`src/rtl/uart_rx_fifo_if.sv`:
```
// Bundle of receiver-side, consumer-side and status signals of uart_rx_fifo.
// slave is the FIFO's view, master is the view of whatever drives it.
//
// Handshake: rxDone is a one-cycle strobe with rxByte valid in the same cycle
// (no back-pressure to the receiver). On the consumer side a byte transfers in
// every cycle where byteValid and byteReady are both 1; byteValid never depends
// on byteReady, and byteOut is stable while byteValid is held without byteReady.
interface uart_rx_fifo_if #(
    parameter int DATA_WIDTH = 8,
    parameter int DEPTH      = 16
);
    logic                         rxStart;
    logic                         rxDone;
    logic [DATA_WIDTH-1:0]        rxByte;
    logic [DATA_WIDTH-1:0]        byteOut;
    logic                         byteValid;
    logic                         byteReady;
    logic [$clog2(DEPTH+1)-1:0]   count;
    logic                         full;
    logic                         empty;
    logic                         overrun;
    logic                         clrOverrun;
    logic                         frameEnd;
    logic [1:0]                   timerState;  // idle-timer FSM state, debug only

    modport slave (
        input  rxStart, rxDone, rxByte, byteReady, clrOverrun,
        output byteOut, byteValid, count, full, empty, overrun, frameEnd, timerState
    );

    modport master (
        output rxStart, rxDone, rxByte, byteReady, clrOverrun,
        input  byteOut, byteValid, count, full, empty, overrun, frameEnd, timerState
    );
endinterface

```
`src/rtl/uart_rx_fifo.sv`:
```
// Receive FIFO between a UART receiver and its consumer, with a sticky overrun
// flag and an idle timer that pulses frameEnd once the line has been quiet for
// IDLE_TIMEOUT cycles after the last received byte.
module uart_rx_fifo #(
    parameter int DATA_WIDTH   = 8,
    parameter int DEPTH        = 16,
    parameter int IDLE_TIMEOUT = 10000
) (
    input  logic           clk,
    input  logic           rstN,   // synchronous, active-high despite the name
    uart_rx_fifo_if.slave  bus
);
    localparam int PW  = $clog2(DEPTH);
    localparam int CNW = $clog2(DEPTH + 1);
    localparam int TW  = $clog2(IDLE_TIMEOUT);

    typedef enum logic [1:0] {
        ST_IDLE = 2'd0,  // disarmed
        ST_RX   = 2'd1,  // byte in progress on the line
        ST_GAP  = 2'd2   // counting idle cycles after a byte
    } timer_state_t;

    logic [DATA_WIDTH-1:0] mem [DEPTH];
    logic [PW-1:0]         wr_ptr;
    logic [PW-1:0]         rd_ptr;
    logic [CNW-1:0]        count_q;
    logic                  overrun_q;
    logic                  full_w;
    logic                  empty_w;
    logic                  pop;
    logic                  wr_en;
    logic                  drop;

    timer_state_t          state;
    timer_state_t          state_next;
    logic [TW-1:0]         tcnt;
    logic [TW-1:0]         tcnt_next;
    logic                  frame_end_q;
    logic                  frame_end_next;

    assign full_w  = (count_q == CNW'(DEPTH));
    assign empty_w = (count_q == '0);
    // A pop frees a slot in the same cycle, so a full FIFO still accepts a byte then.
    assign pop     = !empty_w && bus.byteReady;
    assign wr_en   = bus.rxDone && (!full_w || pop);
    assign drop    = bus.rxDone && full_w && !pop;

    assign bus.byteOut    = empty_w ? '0 : mem[rd_ptr];
    assign bus.byteValid  = !empty_w;
    assign bus.count      = count_q;
    assign bus.full       = full_w;
    assign bus.empty      = empty_w;
    assign bus.overrun    = overrun_q;
    assign bus.frameEnd   = frame_end_q;
    assign bus.timerState = state;

    // Storage array: written on accepted bytes only, never reset.
    always_ff @(posedge clk) begin
        if (!rstN && wr_en) begin
            mem[wr_ptr] <= bus.rxByte;
        end
    end

    // Pointers, occupancy and the sticky overrun flag (a drop beats a clear).
    always_ff @(posedge clk) begin
        if (rstN) begin
            wr_ptr    <= '0;
            rd_ptr    <= '0;
            count_q   <= '0;
            overrun_q <= 1'b0;
        end else begin
            if (wr_en) wr_ptr <= wr_ptr + 1'b1;
            if (pop)   rd_ptr <= rd_ptr + 1'b1;
            case ({wr_en, pop})
                2'b10:   count_q <= count_q + 1'b1;
                2'b01:   count_q <= count_q - 1'b1;
                default: count_q <= count_q;
            endcase
            if (drop) begin
                overrun_q <= 1'b1;
            end else if (bus.clrOverrun) begin
                overrun_q <= 1'b0;
            end
        end
    end

    // Idle-timer state register; frameEnd is registered so it is a clean pulse.
    always_ff @(posedge clk) begin
        if (rstN) begin
            state       <= ST_IDLE;
            tcnt        <= '0;
            frame_end_q <= 1'b0;
        end else begin
            state       <= state_next;
            tcnt        <= tcnt_next;
            frame_end_q <= frame_end_next;
        end
    end

    // Idle-timer next state. Line activity (start or done) always takes priority
    // over the timeout; a start seen together with a done counts as a new byte
    // beginning. Dropped bytes still raise rxDone and so restart the gap.
    always_comb begin
        state_next     = state;
        tcnt_next      = tcnt;
        frame_end_next = 1'b0;
        case (state)
            ST_IDLE: begin
                if (bus.rxStart) begin
                    state_next = ST_RX;
                end else if (bus.rxDone) begin
                    state_next = ST_GAP;
                    tcnt_next  = '0;
                end
            end
            ST_RX: begin
                if (bus.rxStart) begin
                    state_next = ST_RX;
                end else if (bus.rxDone) begin
                    state_next = ST_GAP;
                    tcnt_next  = '0;
                end
            end
            ST_GAP: begin
                if (bus.rxStart) begin
                    state_next = ST_RX;
                    tcnt_next  = '0;
                end else if (bus.rxDone) begin
                    tcnt_next  = '0;
                end else if (tcnt == TW'(IDLE_TIMEOUT - 1)) begin
                    state_next     = ST_IDLE;
                    tcnt_next      = '0;
                    frame_end_next = 1'b1;
                end else begin
                    tcnt_next = tcnt + 1'b1;
                end
            end
            default: begin
                state_next = ST_IDLE;
                tcnt_next  = '0;
            end
        endcase
    end
endmodule

```
`src/flat_wrapper.sv`:
```
// flat-port wrapper written by rule: the top's interface ports become plain ports
module uart_rx_fifo_flat 
#(
    parameter int DATA_WIDTH   = 8,
    parameter int DEPTH        = 16,
    parameter int IDLE_TIMEOUT = 10000
)
  (clk, rstN, bus_rxStart, bus_rxDone, bus_rxByte, bus_byteReady, bus_clrOverrun, bus_byteOut, bus_byteValid, bus_count, bus_full, bus_empty, bus_overrun, bus_frameEnd, bus_timerState);
  uart_rx_fifo_if #(.DATA_WIDTH(DATA_WIDTH), .DEPTH(DEPTH)) bus_i ();
  input  logic clk;
  input  logic rstN;
  input wire logic [$bits(bus_i.rxStart)-1:0] bus_rxStart;
  input wire logic [$bits(bus_i.rxDone)-1:0] bus_rxDone;
  input wire logic [$bits(bus_i.rxByte)-1:0] bus_rxByte;
  input wire logic [$bits(bus_i.byteReady)-1:0] bus_byteReady;
  input wire logic [$bits(bus_i.clrOverrun)-1:0] bus_clrOverrun;
  output wire logic [$bits(bus_i.byteOut)-1:0] bus_byteOut;
  output wire logic [$bits(bus_i.byteValid)-1:0] bus_byteValid;
  output wire logic [$bits(bus_i.count)-1:0] bus_count;
  output wire logic [$bits(bus_i.full)-1:0] bus_full;
  output wire logic [$bits(bus_i.empty)-1:0] bus_empty;
  output wire logic [$bits(bus_i.overrun)-1:0] bus_overrun;
  output wire logic [$bits(bus_i.frameEnd)-1:0] bus_frameEnd;
  output wire logic [$bits(bus_i.timerState)-1:0] bus_timerState;
  assign bus_i.rxStart = bus_rxStart;
  assign bus_i.rxDone = bus_rxDone;
  assign bus_i.rxByte = bus_rxByte;
  assign bus_i.byteReady = bus_byteReady;
  assign bus_i.clrOverrun = bus_clrOverrun;
  assign bus_byteOut = bus_i.byteOut;
  assign bus_byteValid = bus_i.byteValid;
  assign bus_count = bus_i.count;
  assign bus_full = bus_i.full;
  assign bus_empty = bus_i.empty;
  assign bus_overrun = bus_i.overrun;
  assign bus_frameEnd = bus_i.frameEnd;
  assign bus_timerState = bus_i.timerState;
  uart_rx_fifo #(.DATA_WIDTH(DATA_WIDTH), .DEPTH(DEPTH), .IDLE_TIMEOUT(IDLE_TIMEOUT)) u_core (.clk(clk), .rstN(rstN), .bus(bus_i));
endmodule
```
`config.mk`:
```
export PLATFORM = sky130hd
export DESIGN_NAME = uart_rx_fifo_flat
export DESIGN_NICKNAME = d
export VERILOG_FILES = /design/src/rtl/uart_rx_fifo_if.sv /design/src/rtl/uart_rx_fifo.sv /design/src/flat_wrapper.sv
export SDC_FILE = /design/constraint.sdc
export NUM_CORES = 1
export LEC_CHECK = 0
export ABC_AREA = 1
export CORE_MARGIN = 3
export CORE_UTILIZATION = 63
export DETAILED_ROUTE_END_ITERATION = 8
export DONT_BUFFER_PORTS = 1
export PLACE_DENSITY_LB_ADDON = 0.15
export SYNTH_ARGS = -nofsm -noshare
export SYNTH_HDL_FRONTEND = slang
export SYNTH_SLANG_ARGS = --single-unit
```
`constraint.sdc`:
```
create_clock -name clk -period 2 [get_ports clk]
set_input_delay 0.4 -clock clk [delete_from_list [all_inputs] [get_ports clk]]
set_output_delay 0.4 -clock clk [all_outputs]
set_load 0.02 [all_outputs]
```
==> out/qor.yml <==
worst_setup_path_start_kind: "flip-flop"
cts_buffers: 17
area_growth_pct: 24.5
synth_top_family_by_area: "simple AND/OR/NAND/NOR gates"
synth.area.top_cells: "edfxtp_1, dfxtp_1, nor2_1"
syn_area_um2: 6930
cp_data_required_time_ps: 1600
vias_per_cell: 6.49
grt_usage_pct: 29.7
cts_root_buffer: "clkbuf_8"
rows: 37
crit_type: "flip-flop to output port"
htreeDepth: 4
syn_nets: 643
status: "complete, but fails checks"
drt_pass1_iterations: 7
antenna_cells: 0
vias: 5439
synth.avg_cell_area_um2: 11.1
rsz0062_at_grt: "true"
ys_seq_area_share_pct: 65.5
crit_path_end_kind: "output port"
worstMarginPinSlew_ps: 838
port_buffers: 0
p_leak_nw: 3.05
drc: 0
gr-total-overflow: 0
drive_gt1_share_pct: 26.9
crit_fanout: 14
dp_hpwl_mm: 10.2
boundaryPins: 34
clock_skew_ps: 13.7
drt-initial-drc-count: 664
power_mw: 9.71
timing.final.ws_setup_ps: -677
drv_cap: 0
path_clk_slew_ps: 60
wl_per_cell_um: 23.4
max_freq_mhz: 374
synthAdderAreaFrac_pct: 1.26
numClockSinks: 163
max_stage_delay_ps: 380
post-synth-top-area-cell: "edfxtp_1"
grt_pass1_wl_mm: 28.0
path_cells: "buf_12, clkinv_16, buf_12, o21ai_0, o221ai_1, nand3_1, a21oi_2, buf_6"
ys_seq_elements: 163
ant_nets: 0
synth_top_area_share_pct: 55.4
holdWs_ps: 24.2
synthMuxAreaShare_pct: 0
ys.warnings.count: 0
initial_core_util_pct: 66.0
arrival_ps: 2280
post-route-util_pct: 82.1
cp_slowest_cell: "dfxtp_4"
routed_wl_mm: 19.6
finalSetupViolCount: 8
synth-simple-area-share_pct: 15.4
vdd_ir_drop_max_v: 0.000814
core_um2: 10500
die-width_um: 111
post-route-period-util_pct: 134
slew_headroom_pct: 43.9
hold_viol_final: 0
dieArea_um2: 12300
yosys.area_share.xor_xnor_pct: 0.632
final_cell_mix: "edfxtp_1, nor2_1, o21ai_0"
drv_slew: 0
power_density_nw_per_um2: 1130
crit_top_cell: "buf_12"
final_common_cell: "edfxtp_1"
synthCells: 622
failed_checks: "negative setup slack"
nets: 710
clock_latency_ps: 540
antenna_found_initial: 0
cts_tree: "built"
fillers: 548
synth_cell_type_count: 40
hold_class: "input pin to flip-flop"
cts.path.max_buffers: 2
gp_congestion: 0.855
period_minus_slack_ps: 2680
die_y_um: 111
synth-compound-area-share_pct: 12.9
dp_slack_ps: -53.4
grt_pass1_vias: 5309
grt_max_degree: 18
per-layer routing:
layer | up-vias | GRT usage, % | share of wire [%]
li1 | 2373 | - | -
met5 | - | 0 | 0
met1 | 2619 | 36.1 | 36
met4 | 0 | 17.0 | 5.0
met3 | 73 | 7.15 | 8.9
met2 | 374 | 48.7 | 50
power breakdown:
group          switching (mW)  internal [mW]  leakage [nW]
Combinational            1.73           1.20          1.34
Clock                    1.32           1.64         0.272
Sequential             0.0892           3.74          1.44
Total                    3.14           6.58          3.05
sequential cells by signal, indices dropped and copies added, names as in the netlist, named ones only:
register	count
u_core.wr_ptr	4
u_core.mem	128
u_core.tcnt	14
u_core.bus.timerState	2
u_core.rd_ptr	4
u_core.bus.overrun	1
u_core.bus.frameEnd	1
u_core.bus.count	5
worst max-delay path: cells and delay by family (launching register included):
kind | cells | cell delay [ps]
buf+inv | 4 | 510
simple gates | 1 | 200
flops | 1 | 380
compound gates | 3 | 660
path summary, 6_finish.rpt:
| path | endpoint | start | depth (start not counted) | slack (ps) |
|---|---|---|---|---|
| worst max-delay path | bus_byteOut[4] | flip-flop | 8 | -680 |
| worst min-delay path | u_core.bus.timerState[0]$_SDFFE_PP0P_ | bus_rxStart | 2 | 20 |
| worst max register to register | u_core.mem[8][5]$_DFFE_PP_ | u_core.bus.count[2]$_SDFFE_PP0P_ | 8 | 20 |
| worst min register to register | u_core.tcnt[13]$_SDFFE_PP0P_ | u_core.tcnt[13]$_SDFFE_PP0P_ | 1 | 450 |
stage by stage:
stage	instance area (µm²)	instances	setup TNS, ps
floorplan	6930	622	0
global placement	7280	766	0
detailed placement	7280	766	-1060
CTS	8300	824	-3780
global route	8630	838	-5730
finish	8630	838	-4490
cell families (layout without fill, tap and decap cells):
family | Yosys count | after routing
buffers and inverters | 72 | 152
adders and majority gates | 7 | 7
xor gates and xnor gates | 5 | 5
DFF | 163 | 163
and+or+nand+nor | 225 | 225
AOI/OAI and AO/OA | 150 | 150
final cells by class:
| type | count | area, µm² | share of cell area, % |
|---|---|---|---|
| Sequential cell | 163 | 4550 | 52.7 |
| Multi-Input combinational cell | 387 | 2300 | 26.6 |
| Timing Repair Buffer | 73 | 846 | 9.80 |
| Clock buffer | 21 | 460 | 5.34 |
| Inverter | 46 | 220 | 2.55 |
| Tap cell | 136 | 170 | 1.97 |
| Clock inverter | 11 | 75.1 | 0.870 |
| Timing Repair inverter | 1 | 8.76 | 0.101 |
cell usage after synthesis:
cell type,number
xnor2_1,1
nor3_2,5
o22ai_1,12
nand4_1,7
nor3b_4,1
buf_4,3
or2_1,1
nand2_2,6
nand2_4,4
xor2_1,4
o21ai_0,80
nor2_4,4
a211oi_2,2
nor4_1,1
dfxtp_1,35
a31oi_1,1
a21oi_4,2
nand3_4,2
nand2_1,39
buf_2,7
nor2_1,118
inv_4,2
o21ai_1,2
nor2_2,3
clkinv_1,1
inv_1,36
a41oi_1,1
a21oi_1,27
a31o_1,1
inv_2,7
o21a_1,1
or2_2,1
clkbuf_1,16
nand3_1,29
ha_1,7
nand3b_1,1
o211ai_1,1
edfxtp_1,128
o221ai_1,20
nor3_1,3
timing repair:
action	in CTS	in global routing
hold endpoints to repair	140	0
setup buffers	9	15
pin swaps	18	35
setup endpoints to repair	41	75
cloned	7	2
resized for setup	46	79
hold buffers	10	0
(Power assumes the default switching activity.)
